File: config.mk
export PLATFORM = sky130hd
export DESIGN_NAME = dual_issue_scheduler
export DESIGN_NICKNAME = d
export VERILOG_FILES = /design/src/rtl/dual_issue_scheduler.sv
export SDC_FILE = /design/constraint.sdc
export NUM_CORES = 1
export LEC_CHECK = 0
export CORE_MARGIN = 5
export CORE_UTILIZATION = 36
export DETAILED_ROUTE_END_ITERATION = 6
export PLACE_DENSITY = 0.8
export SKIP_LAST_GASP = 1
export SLEW_MARGIN = 20
export SYNTH_ARGS = -nofsm -noshare
export SYNTH_HDL_FRONTEND = slang
export SYNTH_SLANG_ARGS = --single-unit
File: constraint.sdc
create_clock -name clk -period 3.9 [get_ports clk]
set_input_delay 1.17 -clock clk [delete_from_list [all_inputs] [get_ports clk]]
set_output_delay 1.17 -clock clk [all_outputs]
set_load 0.1 [all_outputs]
File: src/rtl/dual_issue_scheduler.sv
// Dual-lane issue controller: splits conflicting pairs and stalls on load-use hazards.
// Optional SCHED_PERF_EN adds saturating split/stall performance counters.
module dual_issue_scheduler #(
    parameter int REG_ADDR_WIDTH = 5
`ifdef SCHED_PERF_EN
    ,
    parameter int PERF_CNT_WIDTH = 32
`endif
) (
    input  logic                      clk,
    input  logic                      reset,
    input  logic                      valid_d_0,
    input  logic                      valid_d_1,
    input  logic [REG_ADDR_WIDTH-1:0] rs_d_0,
    input  logic [REG_ADDR_WIDTH-1:0] rt_d_0,
    input  logic [REG_ADDR_WIDTH-1:0] rs_d_1,
    input  logic [REG_ADDR_WIDTH-1:0] rt_d_1,
    input  logic [REG_ADDR_WIDTH-1:0] dest_d_0,
    input  logic                      regwrite_d_0,
    input  logic                      mem_d_0,
    input  logic                      mem_d_1,
    input  logic                      startmult_d_0,
    input  logic                      startmult_d_1,
    input  logic                      memread_e_0,
    input  logic                      memread_e_1,
    input  logic [REG_ADDR_WIDTH-1:0] writeReg_e_0,
    input  logic [REG_ADDR_WIDTH-1:0] writeReg_e_1,
    input  logic                      flush_d,
    output logic                      issue_0,
    output logic                      issue_1,
    output logic                      stall_fd,
    output logic                      split_pending
`ifdef SCHED_PERF_EN
    ,
    output logic [PERF_CNT_WIDTH-1:0] perf_split_cnt,
    output logic [PERF_CNT_WIDTH-1:0] perf_stall_cnt
`endif
);

    typedef enum logic [0:0] {
        PAIR   = 1'b0,
        SECOND = 1'b1
    } state_t;

    state_t state_r;
    state_t state_nxt_s;
    logic   lu_0_s;
    logic   lu_1_s;
    logic   raw_s;
    logic   conflict_s;

    // Register 0 is hardwired, so it never matches anything.
    function automatic logic spec_match(
        input logic [REG_ADDR_WIDTH-1:0] a,
        input logic [REG_ADDR_WIDTH-1:0] b
    );
        return (a != {REG_ADDR_WIDTH{1'b0}}) && (a == b);
    endfunction

    function automatic logic load_hit(
        input logic [REG_ADDR_WIDTH-1:0] src,
        input logic                      rd_0,
        input logic [REG_ADDR_WIDTH-1:0] wr_0,
        input logic                      rd_1,
        input logic [REG_ADDR_WIDTH-1:0] wr_1
    );
        return (rd_0 && spec_match(src, wr_0)) || (rd_1 && spec_match(src, wr_1));
    endfunction

    assign lu_0_s = valid_d_0 &&
        (load_hit(rs_d_0, memread_e_0, writeReg_e_0, memread_e_1, writeReg_e_1) ||
         load_hit(rt_d_0, memread_e_0, writeReg_e_0, memread_e_1, writeReg_e_1));
    assign lu_1_s = valid_d_1 &&
        (load_hit(rs_d_1, memread_e_0, writeReg_e_0, memread_e_1, writeReg_e_1) ||
         load_hit(rt_d_1, memread_e_0, writeReg_e_0, memread_e_1, writeReg_e_1));
    assign raw_s = regwrite_d_0 && (spec_match(dest_d_0, rs_d_1) || spec_match(dest_d_0, rt_d_1));
    assign conflict_s = valid_d_0 && valid_d_1 &&
        (raw_s || (mem_d_0 && mem_d_1) || (startmult_d_0 && startmult_d_1));

    // Issue decision and next state; reset and flush override everything.
    always_comb begin
        issue_0     = 1'b0;
        issue_1     = 1'b0;
        stall_fd    = 1'b0;
        state_nxt_s = state_r;
        if (reset || flush_d) begin
            state_nxt_s = PAIR;
        end else begin
            case (state_r)
                PAIR: begin
                    if (lu_0_s) begin
                        stall_fd = 1'b1;
                    end else if (!valid_d_0) begin
                        issue_1  = valid_d_1 && !lu_1_s;
                        stall_fd = lu_1_s;
                    end else if (conflict_s || lu_1_s) begin
                        issue_0     = 1'b1;
                        stall_fd    = 1'b1;
                        state_nxt_s = SECOND;
                    end else begin
                        issue_0 = 1'b1;
                        issue_1 = valid_d_1;
                    end
                end
                SECOND: begin
                    if (lu_1_s) begin
                        stall_fd = 1'b1;
                    end else begin
                        issue_1     = 1'b1;
                        state_nxt_s = PAIR;
                    end
                end
                default: begin
                    state_nxt_s = PAIR;
                end
            endcase
        end
    end

    assign split_pending = (state_r == SECOND) && !reset;

    // State register.
    always_ff @(posedge clk or posedge reset) begin
        if (reset) begin
            state_r <= PAIR;
        end else begin
            state_r <= state_nxt_s;
        end
    end

`ifdef SCHED_PERF_EN
    logic split_evt_s;
    logic stall_evt_s;

    assign split_evt_s = (state_r == PAIR) && (state_nxt_s == SECOND);
    assign stall_evt_s = stall_fd && !flush_d;

    // Saturating performance counters.
    always_ff @(posedge clk or posedge reset) begin
        if (reset) begin
            perf_split_cnt <= {PERF_CNT_WIDTH{1'b0}};
            perf_stall_cnt <= {PERF_CNT_WIDTH{1'b0}};
        end else begin
            if (split_evt_s && (perf_split_cnt != {PERF_CNT_WIDTH{1'b1}})) begin
                perf_split_cnt <= perf_split_cnt + {{(PERF_CNT_WIDTH-1){1'b0}}, 1'b1};
            end else begin
                perf_split_cnt <= perf_split_cnt;
            end
            if (stall_evt_s && (perf_stall_cnt != {PERF_CNT_WIDTH{1'b1}})) begin
                perf_stall_cnt <= perf_stall_cnt + {{(PERF_CNT_WIDTH-1){1'b0}}, 1'b1};
            end else begin
                perf_stall_cnt <= perf_stall_cnt;
            end
        end
    end
`endif

endmodule

==> results of run 1 <==
==> placed cells by master, fill, tap and decap left out, drive strengths merged, types with 2 or more instances in the layout <==
master         Yosys  routed
buf                0      44
xnor2             26      26
xor2              24      24
dlygate4sd2        0      18
clkdlybuf4s50      0      12
nor4               9       9
clkbuf             0       6
or4                5       5
nor2               5       5
nand4              4       4
nand2              4       4
o21ai              4       4
o22ai              3       3
nand3              2       2
and2               2       2
a32oi              2       2
inv                2       2
clkdlybuf4s15      0       2
dlymetal6s2s       0       2
a21oi              2       2
==> where the power goes <==
part / switching (µW) / internal [µW]
clock: 0 / 0
combinational: 91.6 / 98.3
sequential: 0.271 / 10.7
==> worst min-delay path: stages (launching register included) <==
cell,delay (ps)
dfrtp_1,410
o21bai_1,110
and3b_1,170
==> cell type report <==
class	instances	area, µm²
Fill cell	138	417
Inverter	2	7.51
Multi-Input combinational cell	100	923
Sequential cell	1	25.0
Tap cell	28	35.0
Timing Repair Buffer	84	741
==> logic make-up after synthesis <==
| kind of cell | after synthesis | share of synthesized area [%] |
|---|---|---|
| xor gates and xnor gates | 50 | 55.6 |
| DFF | 1 | 3.17 |
| AOI/OAI and AO/OA | 14 | 11.4 |
| buffers and inverters | 2 | 0.953 |
| and+or+nand+nor | 36 | 28.9 |
==> worst min path at each step <==
| stage | cells past startpoint | end | slack, ps | startpoint |
|---|---|---|---|---|
| floorplan | 2 | state_r | 630 | state_r |
| global placement | 2 | state_r | 650 | state_r |
| detailed placement | 2 | state_r | 670 | state_r |
| CTS | 2 | state_r | 670 | state_r |
| global route | 2 | state_r | 780 | state_r |
| finish | 2 | state_r | 740 | state_r |
==> metal layers <==
layer | global-route usage, % | vias up | part of all wire [%]
met5 | 0 | - | 0
met1 | 25.9 | 521 | 39
met4 | 6.62 | 0 | 2.8
met2 | 39.6 | 58 | 52
li1 | - | 541 | -
met3 | 4.60 | 8 | 6.7
==> timing repair <==
action | in CTS | in global routing
setup endpoints to repair | 3 | 3
pin swaps | 25 | 14
hold buffers | 0 | 0
resized for setup | 78 | 21
buffers inserted | 4 | 1
==> through the flow <==
step / std cells / worst slack [ps]
3_3_place_gp: 211 / -452
4_1_cts: 214 / -217
5_1_grt: 215 / -292
6_report: 215 / -225
2_1_floorplan: 103 / -128
3_5_place_dp: 211 / -570
==> impl_metrics.env, run 1 <==
export IMPL_place_congestion=0.878
export IMPL_syn_nets=150
export IMPL_syn_area_um2=788
export IMPL_setup_tns_ps=-590
export IMPL_hold_viol_final=0
export IMPL_status="finished, violations left"
export IMPL_io_pins=51
export IMPL_critPathArrivalTime_ps=2960
export IMPL_routedWlPerCell_um=17.3
export IMPL_endpoint="stall_fd"
export IMPL_yosysUniqueCellTypes=26
export IMPL_max_stage_delay_ps=560
export IMPL_slowest_stage="or4_4"
export IMPL_layout_drive_gt1_share_pct=40.1
export IMPL_start_kind="input port"
export IMPL_critPathCaptureType="output pin"
export IMPL_peakVddDrop_mv=0.0846
export IMPL_async_flop_share_pct=100
export IMPL_routed_via_density=5.25
export IMPL_leakage_uw=0.000713
export IMPL_rsz0062_at_grt="yes"
export IMPL_fp_row_count=17
export IMPL_largest_reg_flops=1
export IMPL_cp_depth=9
export IMPL_whs_ps=742
export IMPL_worst_slack_ps=-225
export IMPL_setup_violations_final=3
export IMPL_synth_top_cell_area_share_pct=28.9
export IMPL_slew_violations=0
export IMPL_worst_pin_slew_ps=317
export IMPL_reg2reg_from="state_r"
export IMPL_r2r_slack_ps=2970
export IMPL_ys_flop_type="dfrtp_1"
export IMPL_final_nets=236
export IMPL_syn_to_final_growth_pct=120
export IMPL_clk_pin_slew_ps=0
export IMPL_die_width_um=56.8
export IMPL_period_share_pct=106
export IMPL_critPathKind="in -> out"
export IMPL_drtPass1Iterations=4
export IMPL_drc=0
export IMPL_finClkSkew_ps=0
export IMPL_violations="negative setup slack"
export IMPL_n_antenna_cell=0
export IMPL_r2r_end="state_r"
export IMPL_cap_violations=0
export IMPL_antenna_found_initial=0
export IMPL_drt_total_wl_um=3720
export IMPL_drt_iter0_drc=15
export IMPL_period_minus_slack_ps=4130
export IMPL_cp_required_ps=2730
export IMPL_synth_area_top_cells="xnor2_1 29%, xor2_1 27%, nor4_1 6.3%"
export IMPL_fmax_mhz=242
export IMPL_crit_chain="buf_4, or4_4, nor2_4, buf_6, nor4_2, nor4_4, o21ai_2, a22o_2, buf_12"
export IMPL_seq_area_frac_synth_pct=3.17
export IMPL_synth_edf_count=0
export IMPL_hpwl_um=2800
export IMPL_vias=1128
export IMPL_yosys_top_cells_count="26 x xnor2_1, 24 x xor2_1, 8 x nor4_1"
export IMPL_utilization_pct=80.6
export IMPL_grt_pass1_vias=1231
export IMPL_die_height_um=56.8
export IMPL_hp_class="reg -> reg"
export IMPL_slew_headroom_pct=78.7
export IMPL_io_buffer_count=50
export IMPL_finalPower_uw=201
export IMPL_clk_latency_ps=0
export IMPL_dpl_cell_area_mm2=0.00161
export IMPL_core_area_mm2=0.00215
export IMPL_worstRegToRegCells=2
export IMPL_syn_inst=103
export IMPL_critPathTopFamily="simple AND/OR/NAND/NOR gates"
export IMPL_largestRegisters="state_r x1"
export IMPL_grt_max_degree=6
export IMPL_ys_seq_elements=1
export IMPL_yosys_cell_count_top_type="xnor2_1"
export IMPL_overflow=0
export IMPL_powerDensity_mw_per_mm2=116
export IMPL_synth_warnings=0
export IMPL_grt_pass1_wl_um=5800
export IMPL_crit_path_start="rs_d_0[1]"
export IMPL_crit_path_max_fanout=3
export IMPL_synth_top_area_cell="xnor2_1"
export IMPL_regMostFlops="state_r"
export IMPL_avgSynthCellArea_um2=7.65
export IMPL_die_area_mm2=0.00323
export IMPL_ant_nets=0
export IMPL_finalInstanceArea_mm2=0.00173
export IMPL_crit_buf_inv=3
export IMPL_initial_core_util_pct=36.7
export IMPL_grt_util_all_layers_pct=22.0
Power figures use the tool's default switching activity.
==> run 2: changes to the inputs <==
SETUP_SLACK_MARGIN = 0.3   (was unset)
==> impl_metrics.env, run 2 (synthesized netlist as in run 1, its figures left out) <==
export IMPL_dp_cells=209
export IMPL_multiInputGateArea_um2=925
export IMPL_r2r_end="state_r"
export IMPL_slew_violations=0
export IMPL_layout_drive_gt1_share_pct=40.9
export IMPL_hp_class="reg -> reg"
export IMPL_largestRegisters="state_r x1"
export IMPL_antenna_found_initial=0
export IMPL_status="finished, violations left"
export IMPL_fp_row_count=17
export IMPL_final_nets=235
export IMPL_crit_path_max_fanout=3
export IMPL_slew_headroom_pct=75.9
export IMPL_initial_core_util_pct=36.7
export IMPL_fin_cells=214
export IMPL_fill_cells=137
export IMPL_die_height_um=56.8
export IMPL_clk_latency_ps=0
export IMPL_r2r_slack_ps=3070
export IMPL_place_congestion=0.887
export IMPL_crit_path_start="dest_d_0[0]"
export IMPL_regArea_um2=25.0
export IMPL_worst_pin_slew_ps=359
export IMPL_max_stage_delay_ps=560
export IMPL_cap_violations=0
export IMPL_regMostFlops="state_r"
export IMPL_period_share_pct=105
export IMPL_grt_util_all_layers_pct=23.0
export IMPL_layout_commonest_cell="buf_4"
export IMPL_whs_ps=685
export IMPL_leakage_uw=0.000712
export IMPL_start_kind="input port"
export IMPL_io_pins=51
export IMPL_setup_tns_ps=-539
export IMPL_hold_buffers=0
export IMPL_core_area_mm2=0.00215
export IMPL_setup_violations_final=3
export IMPL_rsz0062_at_grt="yes"
export IMPL_largest_reg_flops=1
export IMPL_reg2reg_from="state_r"
export IMPL_clk_pin_slew_ps=0
export IMPL_vias=1173
export IMPL_drt_iter0_drc=25
export IMPL_die_area_mm2=0.00323
export IMPL_powerDensity_mw_per_mm2=117
export IMPL_endpoint="stall_fd"
export IMPL_holdPathStages=2
export IMPL_worstRegToRegCells=2
export IMPL_syn_to_final_growth_pct=121
export IMPL_peakVddDrop_mv=0.0642
export IMPL_routed_via_density=5.48
export IMPL_grt_pass1_vias=1262
export IMPL_fmax_mhz=244
export IMPL_hpwl_um=2800
export IMPL_drc=0
export IMPL_ant_nets=0
export IMPL_routedWlPerCell_um=18.4
export IMPL_grt_pass1_wl_um=5830
export IMPL_hold_viol_final=0
export IMPL_worst_slack_ps=-195
export IMPL_finClkSkew_ps=0
export IMPL_period_minus_slack_ps=4100
export IMPL_die_width_um=56.8
export IMPL_critPathArrivalTime_ps=2930
export IMPL_drt_total_wl_um=3950
export IMPL_overflow=0
export IMPL_grt_max_degree=6
export IMPL_final_cell_mix="29 x buf_4, 26 x xnor2_1, 20 x xor2_1"
export IMPL_cp_required_ps=2730
export IMPL_critPathCaptureType="output pin"
export IMPL_slowest_stage="clkdlybuf4s50_1"
export IMPL_violations="negative setup slack"
export IMPL_io_buffer_count=50
export IMPL_drtPass1Iterations=4
export IMPL_utilization_pct=81.1
export IMPL_crit_chain="clkdlybuf4s50_1, xnor2_1, nand3_1, o22ai_1, a21oi_2, o21ai_2, a22o_2, buf_12"
export IMPL_n_antenna_cell=0
export IMPL_critPathKind="in -> out"
## run 2: how the worst min path moves through the flow
stage                  from       to  slack, ps
floorplan           state_r  state_r        630
global placement    state_r  state_r        660
detailed placement  state_r  state_r        670
CTS                 state_r  state_r        670
global route        state_r  state_r        740
finish              state_r  state_r        680
## run 2: area by class of cell
| class | count | share of cell area, % |
|---|---|---|
| Multi-Input combinational cell | 100 | 53.1 |
| Inverter | 2 | 0.431 |
| Timing Repair Buffer | 83 | 43.1 |
| Sequential cell | 1 | 1.44 |
| Tap cell | 28 | 2.01 |
## run 2: critical path: cells and delay by family
kind | cells | cell delay [ps]
xor gates and xnor gates | 1 | 170
and+or+nand+nor | 1 | 100
AOI/OAI and AO/OA | 4 | 740
buffers and inverters | 2 | 740
## run 2: what timing repair did
item,4_1_cts,5_1_grt
pin swaps,22,18
endpoints found under the setup margin,3,3
resized for setup,85,19
buffers inserted,5,0
## run 2: power by group
| group | switching (µW) | total, µW | internal [µW] |
|---|---|---|---|
| clock | 0 | 0 | 0 |
| combinational | 93.6 | 193 | 98.9 |
| sequential | 0.242 | 11.0 | 10.7 |
## run 2: per-layer routing
metal | wire (µm) | global-route usage, % | vias up | part of all wire (%)
met4 | 176 | 10.6 | 0 | 4.5
li1 | - | - | 540 | -
met2 | 2060 | 43.9 | 59 | 52
met1 | 1440 | 22.6 | 558 | 36
met3 | 273 | 6.21 | 16 | 6.9
met5 | 0 | 0 | - | 0
## run 2: stage by stage
step | power, µW | area, µm² | worst slack (ps)
finish | 204 | 1740 | -195
global route | 215 | 1740 | -245
detailed placement | 187 | 1600 | -575
global placement | 182 | 1600 | -454
floorplan | 80.0 | 810 | -128
CTS | 195 | 1730 | -231
==> RTL edit (settings of run 1) <==
Change the parameter `REG_ADDR_WIDTH` from 5 to 4.
--- a/src/rtl/dual_issue_scheduler.sv
+++ b/src/rtl/dual_issue_scheduler.sv
@@ -2,5 +2,5 @@
 // Optional SCHED_PERF_EN adds saturating split/stall performance counters.
 module dual_issue_scheduler #(
-    parameter int REG_ADDR_WIDTH = 5
+    parameter int REG_ADDR_WIDTH = 4
 `ifdef SCHED_PERF_EN
     ,
Interface: changed (7 resized); port bits go from 51 to 44. No check against the original RTL was run, so the function may have changed too.
==> RTL edit against run 1 <==
The run still ends with negative setup slack left. Cell area is 13% lower. Total power decreased by 3.8%. Largest power group unchanged. Setup slack improved by 0.017 ns. Sequential cell count stayed put. Highest routed layer unchanged. Critical endpoint unchanged. Final cell count down 7.9%. Area after synthesis down 12%. Largest cell class unchanged. Wire length down 2.8%. Synthesized cell count fell by 0.97%.
==> RTL edit: results (changes against run 1) <==
| Metric | Value |
|---|---|
| Finish-stage setup viols | `3 (unchanged)` |
| Vias | `1,127 (was 1,128)` |
| Max-slew headroom | `0.602 (was 0.787)` |
| Vias in the first global route | `1,151 (was 1,231)` |
| Hold endpoint | `state_r (unchanged)` |
| Number of synthesis warnings | `0 (unchanged)` |
| DP Wirelength | `2530 um (was 2800 um)` |
| Fill cell count | `93 (was 138)` |
| Net Count, Synth | `142 (was 150)` |
| Routability Congestion | `0.853 (was 0.878)` |
| Highest cell delay on the worst timing path | `0.55 ns` |
| Register area share after synthesis | `0.0360 (was 0.0317)` |
| Synth area leaders | `xnor2_1 35%, nand4_1 8.1%, nand2_1 7.0%, a21oi_1 6.5%, or3_1 5.4% (was xnor2_1 29%, xor2_1 27%, nor4_1 6.3%, or4_1 4.8%, dfrtp_1 3.2%)` |
| Worst-case clock skew | `0 ns (unchanged)` |
| Pleak | `0.628 nW (was 0.713 nW)` |
| RR Startpoint | `state_r (unchanged)` |
| Reg-to-reg critical path endpoint | `state_r (unchanged)` |
| Status | `finished, violations left (unchanged)` |
| Synth unique cells | `27 (was 26)` |
| Largest net degree at the start of global routing | `9 (was 6)` |
| Slowest cell on crit path | `or4_4 (unchanged)` |
| First-pass iteration count of the detailed router | `4 (unchanged)` |
| First-pass GRT wire length | `4950 um (was 5800 um)` |
| Critical Path AT | `2.94 ns (was 2.96 ns)` |
| Worst-Skew Late Latency | `0 ns (about the same)` |
| Peak supply drop | `0.0724 mV (was 0.0846 mV)` |
| Initial antenna violation count | `0 (unchanged)` |
| Setup slack, reg-to-reg | `3.07 ns (was 2.97 ns)` |
| Total Wirelength | `3610 um (was 3720 um)` |
| Final net count | `215 (was 236)` |
| Layout cells sized above 1 | `0.457 (was 0.401)` |
| DRT iter0 DRCs | `25 (was 15)` |
| Placed Area | `1400 um^2 (was 1610 um^2)` |
| Post-synth ARST share | `1.00 (unchanged)` |
| Final worst setup slack | `-0.208 ns (was -0.225 ns)` |
| Worst-path clk slew | `0 ns (about the same)` |
| Main flop type after synthesis | `dfrtp_1 (unchanged)` |
| R2R depth | `2 (unchanged)` |
| GRT Overall Usage | `0.229 (was 0.220)` |
| Hold Startpoint | `state_r (unchanged)` |
| Worst slack, placed | `-0.486 ns (was -0.570 ns)` |
| Hold Path Depth | `2 (unchanged)` |
| Top cells by count, synth | `28 x xnor2_1, 13 x nand2_1, 9 x a21oi_1, 9 x nand4_1 (was 26 x xnor2_1, 24 x xor2_1, 8 x nor4_1, 5 x or4_1)` |
| Biggest regs | `state_r: 1 flops (unchanged)` |
| Critical Path Fanout Max | `2 (was 3)` |
| Hold Crit Class | `flip-flop to flip-flop (unchanged)` |
| Failing checks | `negative setup slack (unchanged)` |
| Port bufs | `43 (was 50)` |
==> RTL edit: cells by family after synthesis <==
kind of cell | count (synthesis) | synth area share
simple gates | 43 | 0.333
compound gates | 19 | 0.178
buf+inv | 7 | 0.0486
xor+xnor | 32 | 0.404
flops | 1 | 0.0360
==> RTL edit: area by class of cell <==
class	instances	area share
Timing Repair Buffer	77	0.455
Multi-Input combinational cell	94	0.505
Tap cell	25	0.0206
Inverter	1	0.00248
Sequential cell	1	0.0165
==> RTL edit: report_power, final <==
group / internal, mW / switching, mW
clock: 0 / 0
combinational: 0.0965 / 0.0855
sequential: 0.0109 / 0.000416
==> RTL edit: how the worst max path moves through the flow <==
stage,slack [ns],from,cells past startpoint,end
detailed placement,-0.49,rt_d_1[0],8,issue_1
floorplan,-0.49,writeReg_e_0[3],4,stall_fd
finish,-0.21,rt_d_1[1],8,stall_fd
global route,-0.24,rt_d_1[1],8,stall_fd
global placement,-0.43,rt_d_1[0],8,issue_1
CTS,-0.13,rs_d_1[2],8,issue_1
==> RTL edit: metrics by stage <==
| stage | std cells | hold slack [ns] | TNS, ns | util |
|---|---|---|---|---|
| final | 198 | 0.645 | -0.429 | 0.850 |
| after global routing | 198 | 0.694 | -0.525 | 0.850 |
| after CTS | 197 | 0.594 | -0.181 | 0.832 |
| after detailed placement | 192 | 0.595 | -1.18 | 0.787 |
| after global placement | 192 | 0.559 | -1.06 | 0.787 |
| after floorplan | 102 | 0.527 | -0.670 | - |
==> RTL edit: timing repair <==
action / CTS / global route
gates resized for setup: 78 / 13
hold endpoints to repair: 0 / 0
setup buffers: 5 / 1
endpoints found under the setup margin: 3 / 3
cloned: 0 / 0
pin swaps: 22 / 11
==> RTL edit: per-layer routing <==
metal / part of all wire / wire [um] / global-route usage / vias up
met5: 0 / 0 / 0 / -
met4: 0.040 / 144 / 0.0638 / 0
met3: 0.059 / 215 / 0.0222 / 18
met2: 0.52 / 1880 / 0.488 / 73
met1: 0.38 / 1380 / 0.222 / 530
li1: - / - / - / 506
==> RTL edit: worst max-delay path, delay by kind of cell <==
family | cells | cell delay (ns)
buffers and inverters | 2 | 0.35
and+or+nand+nor | 4 | 1.19
AOI/OAI and AO/OA | 2 | 0.23
